--- src/rtl/vx_barrier_table.sv ---
// ---------------------------------------------------------------------------
// vx_barrier_table
//
// Multi-barrier warp synchronisation table. Warps arrive at a barrier id and
// say how many warps take part (size_m1 = participants - 1). The table keeps
// the arrived-warp mask per barrier, drives a registered stall mask of every
// waiting warp, and emits one release event per completed barrier through a
// one-deep, back-pressured release register.
//
// Optional feature (macro BARRIER_TIMEOUT_EN):
//   When defined, every open barrier carries an age counter. After
//   TIMEOUT_CYCLES cycles the barrier is force-released with rel_timeout=1.
//   When undefined there are no age counters and rel_timeout stays 0.
//
// Ports:
//   clk          core clock
//   reset        synchronous, active-high reset
//   req_valid    arrival request valid
//   req_ready    arrival accepted when valid & ready (= !rel_valid | rel_ready)
//   req_wid      arriving warp id
//   req_bid      barrier id
//   req_size_m1  participating warps minus one (first arrival's value governs)
//   rel_valid    release event valid (held until rel_ready)
//   rel_ready    consumer accepts release
//   rel_bid      released barrier id
//   rel_mask     warps to unstall
//   rel_timeout  release was forced by timeout
//   stall_mask   warps currently waiting at any barrier
//   err_dup      one-cycle pulse: duplicate arrival ignored
// ---------------------------------------------------------------------------
module vx_barrier_table #(
    parameter int NUM_WARPS      = 4,
    parameter int NUM_BARRIERS   = 8,
    parameter int TIMEOUT_CYCLES = 65535,
    localparam int NW = (NUM_WARPS > 1) ? $clog2(NUM_WARPS) : 1,
    localparam int NB = (NUM_BARRIERS > 1) ? $clog2(NUM_BARRIERS) : 1
) (
    input  logic                 clk,
    input  logic                 reset,
    input  logic                 req_valid,
    output logic                 req_ready,
    input  logic [NW-1:0]        req_wid,
    input  logic [NB-1:0]        req_bid,
    input  logic [NW-1:0]        req_size_m1,
    output logic                 rel_valid,
    input  logic                 rel_ready,
    output logic [NB-1:0]        rel_bid,
    output logic [NUM_WARPS-1:0] rel_mask,
    output logic                 rel_timeout,
    output logic [NUM_WARPS-1:0] stall_mask,
    output logic                 err_dup
);

    localparam int CW = NW + 1;

    logic                    accept;
    logic [NUM_WARPS-1:0]    wid_onehot;

    logic                    rel_valid_reg;
    logic [NB-1:0]           rel_bid_reg;
    logic [NUM_WARPS-1:0]    rel_mask_reg;
    logic                    rel_timeout_reg;
    logic [NUM_WARPS-1:0]    stall_mask_reg;
    logic                    err_dup_reg;

    logic [NUM_BARRIERS-1:0] hit_vec;
    logic [NUM_BARRIERS-1:0] dup_vec;
    logic [NUM_BARRIERS-1:0] done_vec;
    logic [NUM_BARRIERS-1:0] to_req_vec;
    logic [NUM_BARRIERS-1:0] grant_vec;
    logic [NUM_WARPS-1:0]    cur_mask [NUM_BARRIERS];
    logic [NUM_WARPS-1:0]    nxt_mask [NUM_BARRIERS];

    logic                    any_done;
    logic                    any_grant;
    logic [NUM_WARPS-1:0]    done_mask;
    logic [NB-1:0]           tout_bid;
    logic [NUM_WARPS-1:0]    tout_mask;
    logic [NUM_WARPS-1:0]    stall_next;

    assign req_ready  = !rel_valid_reg || rel_ready;
    assign accept     = req_valid && req_ready;
    assign wid_onehot = NUM_WARPS'(1) << req_wid;

    // -----------------------------------------------------------------------
    // Barrier entries
    // -----------------------------------------------------------------------
    for (genvar gi = 0; gi < NUM_BARRIERS; gi++) begin : g_entry
        logic                 active_reg, active_next;
        logic [NW-1:0]        count_reg, count_next;
        logic [NW-1:0]        size_reg, size_next;
        logic [NUM_WARPS-1:0] mask_reg, mask_next;
        logic                 hit, dup, done;

        assign hit  = accept && (req_bid == NB'(gi));
        assign dup  = hit && active_reg && ((mask_reg & wid_onehot) != '0);
        // count holds arrivals-1, so the arrival that makes count reach
        // size_m1 is the last participant.
        assign done = hit && (active_reg
                      ? (!dup && (({1'b0, count_reg} + CW'(1)) == {1'b0, size_reg}))
                      : (req_size_m1 == '0));

        always_comb begin
            active_next = active_reg;
            count_next  = count_reg;
            size_next   = size_reg;
            mask_next   = mask_reg;
            if (done || grant_vec[gi]) begin
                active_next = 1'b0;
                count_next  = '0;
                mask_next   = '0;
            end else if (hit && !active_reg) begin
                active_next = 1'b1;
                size_next   = req_size_m1;
                mask_next   = wid_onehot;
                count_next  = '0;
            end else if (hit && !dup) begin
                mask_next  = mask_reg | wid_onehot;
                count_next = count_reg + NW'(1);
            end
        end

        always_ff @(posedge clk) begin
            if (reset) begin
                active_reg <= 1'b0;
                count_reg  <= '0;
                size_reg   <= '0;
                mask_reg   <= '0;
            end else begin
                active_reg <= active_next;
                count_reg  <= count_next;
                size_reg   <= size_next;
                mask_reg   <= mask_next;
            end
        end

`ifdef BARRIER_TIMEOUT_EN
        localparam int AW = (TIMEOUT_CYCLES > 0) ? $clog2(TIMEOUT_CYCLES + 1) : 1;
        logic [AW-1:0] age_reg;

        // Age saturates at the limit so a losing entry keeps requesting.
        always_ff @(posedge clk) begin
            if (reset) begin
                age_reg <= '0;
            end else if (hit && !active_reg) begin
                age_reg <= '0;
            end else if (active_reg && (age_reg != AW'(TIMEOUT_CYCLES))) begin
                age_reg <= age_reg + AW'(1);
            end
        end

        // An entry taking an arrival this cycle defers its forced release by
        // a cycle so the arriving warp is never dropped.
        assign to_req_vec[gi] = active_reg && (age_reg == AW'(TIMEOUT_CYCLES)) && !hit;
`else
        assign to_req_vec[gi] = 1'b0;
`endif

        assign hit_vec[gi]  = hit;
        assign dup_vec[gi]  = dup;
        assign done_vec[gi] = done;
        assign cur_mask[gi] = mask_reg;
        assign nxt_mask[gi] = mask_next;
    end

    // -----------------------------------------------------------------------
    // Completion / forced-release selection and stall aggregation
    // -----------------------------------------------------------------------
    always_comb begin
        any_done  = |done_vec;
        grant_vec = '0;
        tout_bid  = '0;
        tout_mask = '0;
        // Forced releases only use a slot that a real completion leaves free.
        // Descending scan so the lowest requesting bid is the one kept.
        for (int b = NUM_BARRIERS - 1; b >= 0; b--) begin
            if (!any_done && (!rel_valid_reg || rel_ready) && to_req_vec[b]) begin
                grant_vec = NUM_BARRIERS'(1) << b;
                tout_bid  = NB'(b);
                tout_mask = cur_mask[b];
            end
        end
        any_grant = |grant_vec;

        done_mask  = wid_onehot;
        stall_next = '0;
        for (int b = 0; b < NUM_BARRIERS; b++) begin
            if (hit_vec[b]) begin
                done_mask = done_mask | cur_mask[b];
            end
            stall_next = stall_next | nxt_mask[b];
        end
    end

    // -----------------------------------------------------------------------
    // Release register, stall mask, duplicate pulse
    // -----------------------------------------------------------------------
    always_ff @(posedge clk) begin
        if (reset) begin
            rel_valid_reg   <= 1'b0;
            rel_bid_reg     <= '0;
            rel_mask_reg    <= '0;
            rel_timeout_reg <= 1'b0;
            stall_mask_reg  <= '0;
            err_dup_reg     <= 1'b0;
        end else begin
            if (any_done) begin
                rel_valid_reg   <= 1'b1;
                rel_bid_reg     <= req_bid;
                rel_mask_reg    <= done_mask;
                rel_timeout_reg <= 1'b0;
            end else if (any_grant) begin
                rel_valid_reg   <= 1'b1;
                rel_bid_reg     <= tout_bid;
                rel_mask_reg    <= tout_mask;
                rel_timeout_reg <= 1'b1;
            end else if (rel_valid_reg && rel_ready) begin
                rel_valid_reg   <= 1'b0;
                rel_bid_reg     <= '0;
                rel_mask_reg    <= '0;
                rel_timeout_reg <= 1'b0;
            end
            stall_mask_reg <= stall_next;
            err_dup_reg    <= |dup_vec;
        end
    end

    assign rel_valid   = rel_valid_reg;
    assign rel_bid     = rel_bid_reg;
    assign rel_mask    = rel_mask_reg;
    assign rel_timeout = rel_timeout_reg;
    assign stall_mask  = stall_mask_reg;
    assign err_dup     = err_dup_reg;

endmodule

--- config.mk ---
export PLATFORM = sky130hd
export DESIGN_NAME = vx_barrier_table
export DESIGN_NICKNAME = d
export VERILOG_FILES = /design/src/rtl/vx_barrier_table.sv
export SDC_FILE = /design/constraint.sdc
export NUM_CORES = 1
export LEC_CHECK = 0
export BUFFER_PORTS_ARGS = -buffer_cell sky130_fd_sc_hd__buf_2
export CORE_ASPECT_RATIO = 2
export CORE_MARGIN = 2
export CORE_UTILIZATION = 59
export DETAILED_ROUTE_END_ITERATION = 8
export GPL_ROUTABILITY_DRIVEN = 0
export GPL_TIMING_DRIVEN = 0
export PLACE_DENSITY = 0.87
export SYNTH_ARGS = -nofsm -noshare
export SYNTH_HDL_FRONTEND = slang
export SYNTH_SLANG_ARGS = --single-unit
--- constraint.sdc ---
create_clock -name clk -period 2.7 [get_ports clk]
set_input_delay 0.675 -clock clk [delete_from_list [all_inputs] [get_ports clk]]
set_output_delay 0.675 -clock clk [all_outputs]
set_load 0.01 [all_outputs]
==> impl_metrics.py <==
metrics = {
    "status": {
        "outcome": "finished clean",
    },
    "critical_path": {
        "crit_path_max_fanout": 7,
        "worst_path_largest_cell_delay_ns": 0.60,
        "timing.critical_path.required_ns": 2.89,
        "rr_startpoint": "rel_valid$_SDFFE_PP0P_",
        "crit_type": "in -> reg",
        "critical_path.startpoint": "req_wid[0]",
        "end_kind": "flip-flop",
        "cp_cell_sequence": "buf_6 -> mux4_2 -> nor4_2 -> o21ai_1 -> nor2b_1 -> a2111oi_1 -> a31oi_1",
        "crit_arrival_ns": 2.79,
        "crit_path_top_delay_cell": "sky130_fd_sc_hd__mux4_2",
        "worst_setup_path_start_kind": "input pin",
    },
    "floorplan": {
        "fp.dieW_um": 65.99,
        "number_of_placement_rows": 45,
        "die-height_um": 128.0,
        "initial_util_pct": 60.10,
        "floorplan.core_area_um2": 7545,
        "design.die.area_um2": 8445,
        "num_io_pins": 26,
    },
    "drt": {
        "drt-initial-drc-count": 491,
        "via_per_inst": 6.621,
        "route.antenna.remaining_nets": 0,
        "detail_route.wl_per_cell_um": 20.21,
        "vias": 4350,
        "detail_route.drc_violations": 0,
        "drt_first_pass_iters": 7,
        "routed_wirelength_mm": 13.28,
    },
    "timing": {
        "timing_hold_violations_final": 0,
        "min_period_ns": 2.601,
        "clock.fmax_mhz": 384.4,
        "timing.final.crit_share_pct": 96.35,
        "finalSetupViolations": 0,
        "maxSlewHeadroom_pct": 51.05,
        "fin_skew_ns": 0.005583,
        "final-max-slew-violation-count": 0,
        "rsz0062_at_grt": "false",
        "slew_worst_pin_ns": 0.7342,
        "whs_ns": 0.4661,
    },
    "logic_synthesis": {
        "syn_avg_cell_area_um2": 8.539,
        "synthesis.area_um2": 4534,
        "fraction_of_the_yosys_area_taken_by_sequential_cells_pct": 37.53,
        "synth_flop_cell": "sky130_fd_sc_hd__dfxtp_1",
        "synth_async_sr_flop_share_pct": 0,
        "synth_cells": 531,
        "synth_enable_flop_cells": 0,
        "synth.lib_cells_used.distinct": 56,
        "synthesis_warnings": 0,
        "postSynthRegisterBits": 85,
        "postSynthNetCount": 550,
    },
    "finish": {
        "largest_reg_flops": 32,
        "final-instance-count-excl-fill": 657,
        "final_layout_size_suffix_gt1_share_pct": 13.50,
        "layout.cells.most_common": "sky130_fd_sc_hd__dfxtp_1",
        "nNetsFinal": 579,
        "commonest_cells_after_routing_fill_and_taps_aside": "sky130_fd_sc_hd__dfxtp_1, sky130_fd_sc_hd__nand2_1, sky130_fd_sc_hd__nor2_1",
        "total_area_of_multi_input_combinational_cells_um2": 2688,
        "antenna-diode-count": 0,
        "layout-area-overhead-vs-synth_pct": 11.37,
        "layout.area.seq_um2": 1702,
        "n_fill_cell": 656,
    },
    "clock_tree": {
        "numCtsBuffers": 9,
        "cts_hold_repair.buffers": 0,
        "clockBufferDepth": 2,
        "h-tree-depth": 3,
        "post-cts-setup-buffer-count": 0,
        "clock_tree.root_cell": "sky130_fd_sc_hd__clkbuf_16",
        "tritoncts_sinks": 85,
        "cts_tree": "done",
        "path_clk_slew_ns": 0.06,
        "clock_latency_ns": 0.35,
    },
    "global_route": {
        "grt_util_all_layers_pct": 33.18,
        "initial_antenna_violation_count": 0,
        "grt_start_max_net_pins": 13,
        "globalRouteOverflowTotal": 0,
        "global_route_wire_length_before_repair_mm": 21.05,
        "number_of_global_route_vias_before_repair": 4381,
    },
    "power": {
        "power_per_cell_area_nw_per_um2": 532.0,
        "vdd.ir_drop.worst_v": 0.0004430,
        "leakagePower_nw": 1.917,
    },
    "flow_run": {
        "drv_cap": 0,
    },
    "worst_hold_path": {
        "holdCritPathClass": "reg -> reg",
        "hold_start": "rel_mask[3]$_SDFFE_PP0P_",
    },
    "place": {
        "dp_cells": 644,
        "detailed_place_hpwl_mm": 9.701,
        "placement.io_buffers": 19,
    },
}
[cells in the mapped netlist, types with 4 or more instances]
library cell	number	area (µm²)
sky130_fd_sc_hd__inv_1	5	18.77
sky130_fd_sc_hd__and2_1	4	25.02
sky130_fd_sc_hd__a21oi_1	42	210.2
sky130_fd_sc_hd__mux4_2	8	180.2
sky130_fd_sc_hd__or3_1	5	31.28
sky130_fd_sc_hd__clkbuf_1	22	82.58
sky130_fd_sc_hd__o2bb2ai_1	4	35.03
sky130_fd_sc_hd__a31oi_1	8	50.05
sky130_fd_sc_hd__nor2_1	57	214.0
sky130_fd_sc_hd__dfxtp_1	85	1702
sky130_fd_sc_hd__nor4_2	5	62.56
sky130_fd_sc_hd__and3b_1	4	35.03
sky130_fd_sc_hd__mux2i_1	6	60.06
sky130_fd_sc_hd__nor4_1	4	25.02
sky130_fd_sc_hd__a2bb2oi_1	6	52.55
sky130_fd_sc_hd__a222oi_1	4	40.04
sky130_fd_sc_hd__o21ai_0	10	50.05
sky130_fd_sc_hd__a21o_1	5	37.54
sky130_fd_sc_hd__a22oi_1	15	112.6
sky130_fd_sc_hd__buf_2	6	30.03
sky130_fd_sc_hd__xnor2_1	8	70.07
sky130_fd_sc_hd__ha_1	8	100.1
sky130_fd_sc_hd__nor3_1	4	20.02
sky130_fd_sc_hd__a32o_1	11	110.1
sky130_fd_sc_hd__nand3_1	14	70.07
sky130_fd_sc_hd__nand2b_1	19	118.9
sky130_fd_sc_hd__nand4_1	4	25.02
sky130_fd_sc_hd__a32oi_1	13	113.9
sky130_fd_sc_hd__xor2_1	8	70.07
sky130_fd_sc_hd__nand2_1	66	247.7
sky130_fd_sc_hd__nor2b_1	20	125.1
sky130_fd_sc_hd__and3_1	12	75.07
[layout make-up]
type | instances | share of cell area, %
Sequential cell | 85 | 33.70
Multi-Input combinational cell | 407 | 53.22
Timing Repair Buffer | 19 | 1.883
Clock inverter | 2 | 0.1982
Buffer | 31 | 3.072
Inverter | 7 | 0.5203
Clock buffer | 12 | 5.079
Tap cell | 94 | 2.329
[metrics by stage]
stage	worst slack, ns	utilization (%)	area, µm²	setup TNS (ns)	total power [W]
6_report	0.09854	66.93	5050	0	0.002687
4_1_cts	0.003265	66.55	5021	0	0.002671
3_3_place_gp	-0.4493	62.92	4747	-7.694	0.001561
3_5_place_dp	-0.5233	62.92	4747	-10.65	0.001568
2_1_floorplan	0.2099	-	4534	0	0.001490
5_1_grt	0.01129	66.93	5050	0	0.002751
[path summary, 6_finish.rpt]
check / to / slack (ns) / depth (start not counted)
hold / removal: rel_mask[3]$_SDFFE_PP0P_ / 0.47 / 2
hold reg to reg: rel_mask[3]$_SDFFE_PP0P_ / 0.47 / 2
setup reg to reg: stall_mask[3]$_SDFF_PP0_ / 0.18 / 9
setup / recovery: stall_mask[3]$_SDFF_PP0_ / 0.1 / 7
[critical path, delay by kind of cell]
family | cells | cell delay (ns)
simple gates | 2 | 0.54
buf+inv | 1 | 0.14
mux | 1 | 0.60
compound gates | 3 | 0.83
[power breakdown]
part | switching, W | internal (W) | leakage (nW)
clock | 0.000473 | 0.000659 | 0.134
combinational | 0.000168 | 0.0000876 | 1.10
sequential | 0.0000184 | 0.00128 | 0.687
total | 0.000660 | 0.00203 | 1.92
[kinds of logic after synthesis]
kind of cell | after synthesis | synth area share, %
flops | 85 | 37.53
buf+inv | 39 | 3.973
mux | 14 | 5.298
simple gates | 232 | 26.93
other cells | 1 | 0.08270
xor+xnor | 16 | 3.091
fa+ha+maj | 8 | 2.208
compound gates | 136 | 20.89
[layer usage]
| metal | vias to the layer above | share of wire [%] | global-route usage [%] |
|---|---|---|---|
| met5 | - | 0 | 0 |
| met4 | 0 | 8.2 | 28.33 |
| met3 | 86 | 7.0 | 7.726 |
| met2 | 228 | 51 | 54.78 |
| met1 | 2048 | 34 | 34.16 |
| li1 | 1988 | - | - |
[timing repair]
item	in CTS	in global routing
cloned	0	0
pin swaps	0	0
setup endpoints to repair	15	17
resized for setup	3	10
(Power assumes the default switching activity.)
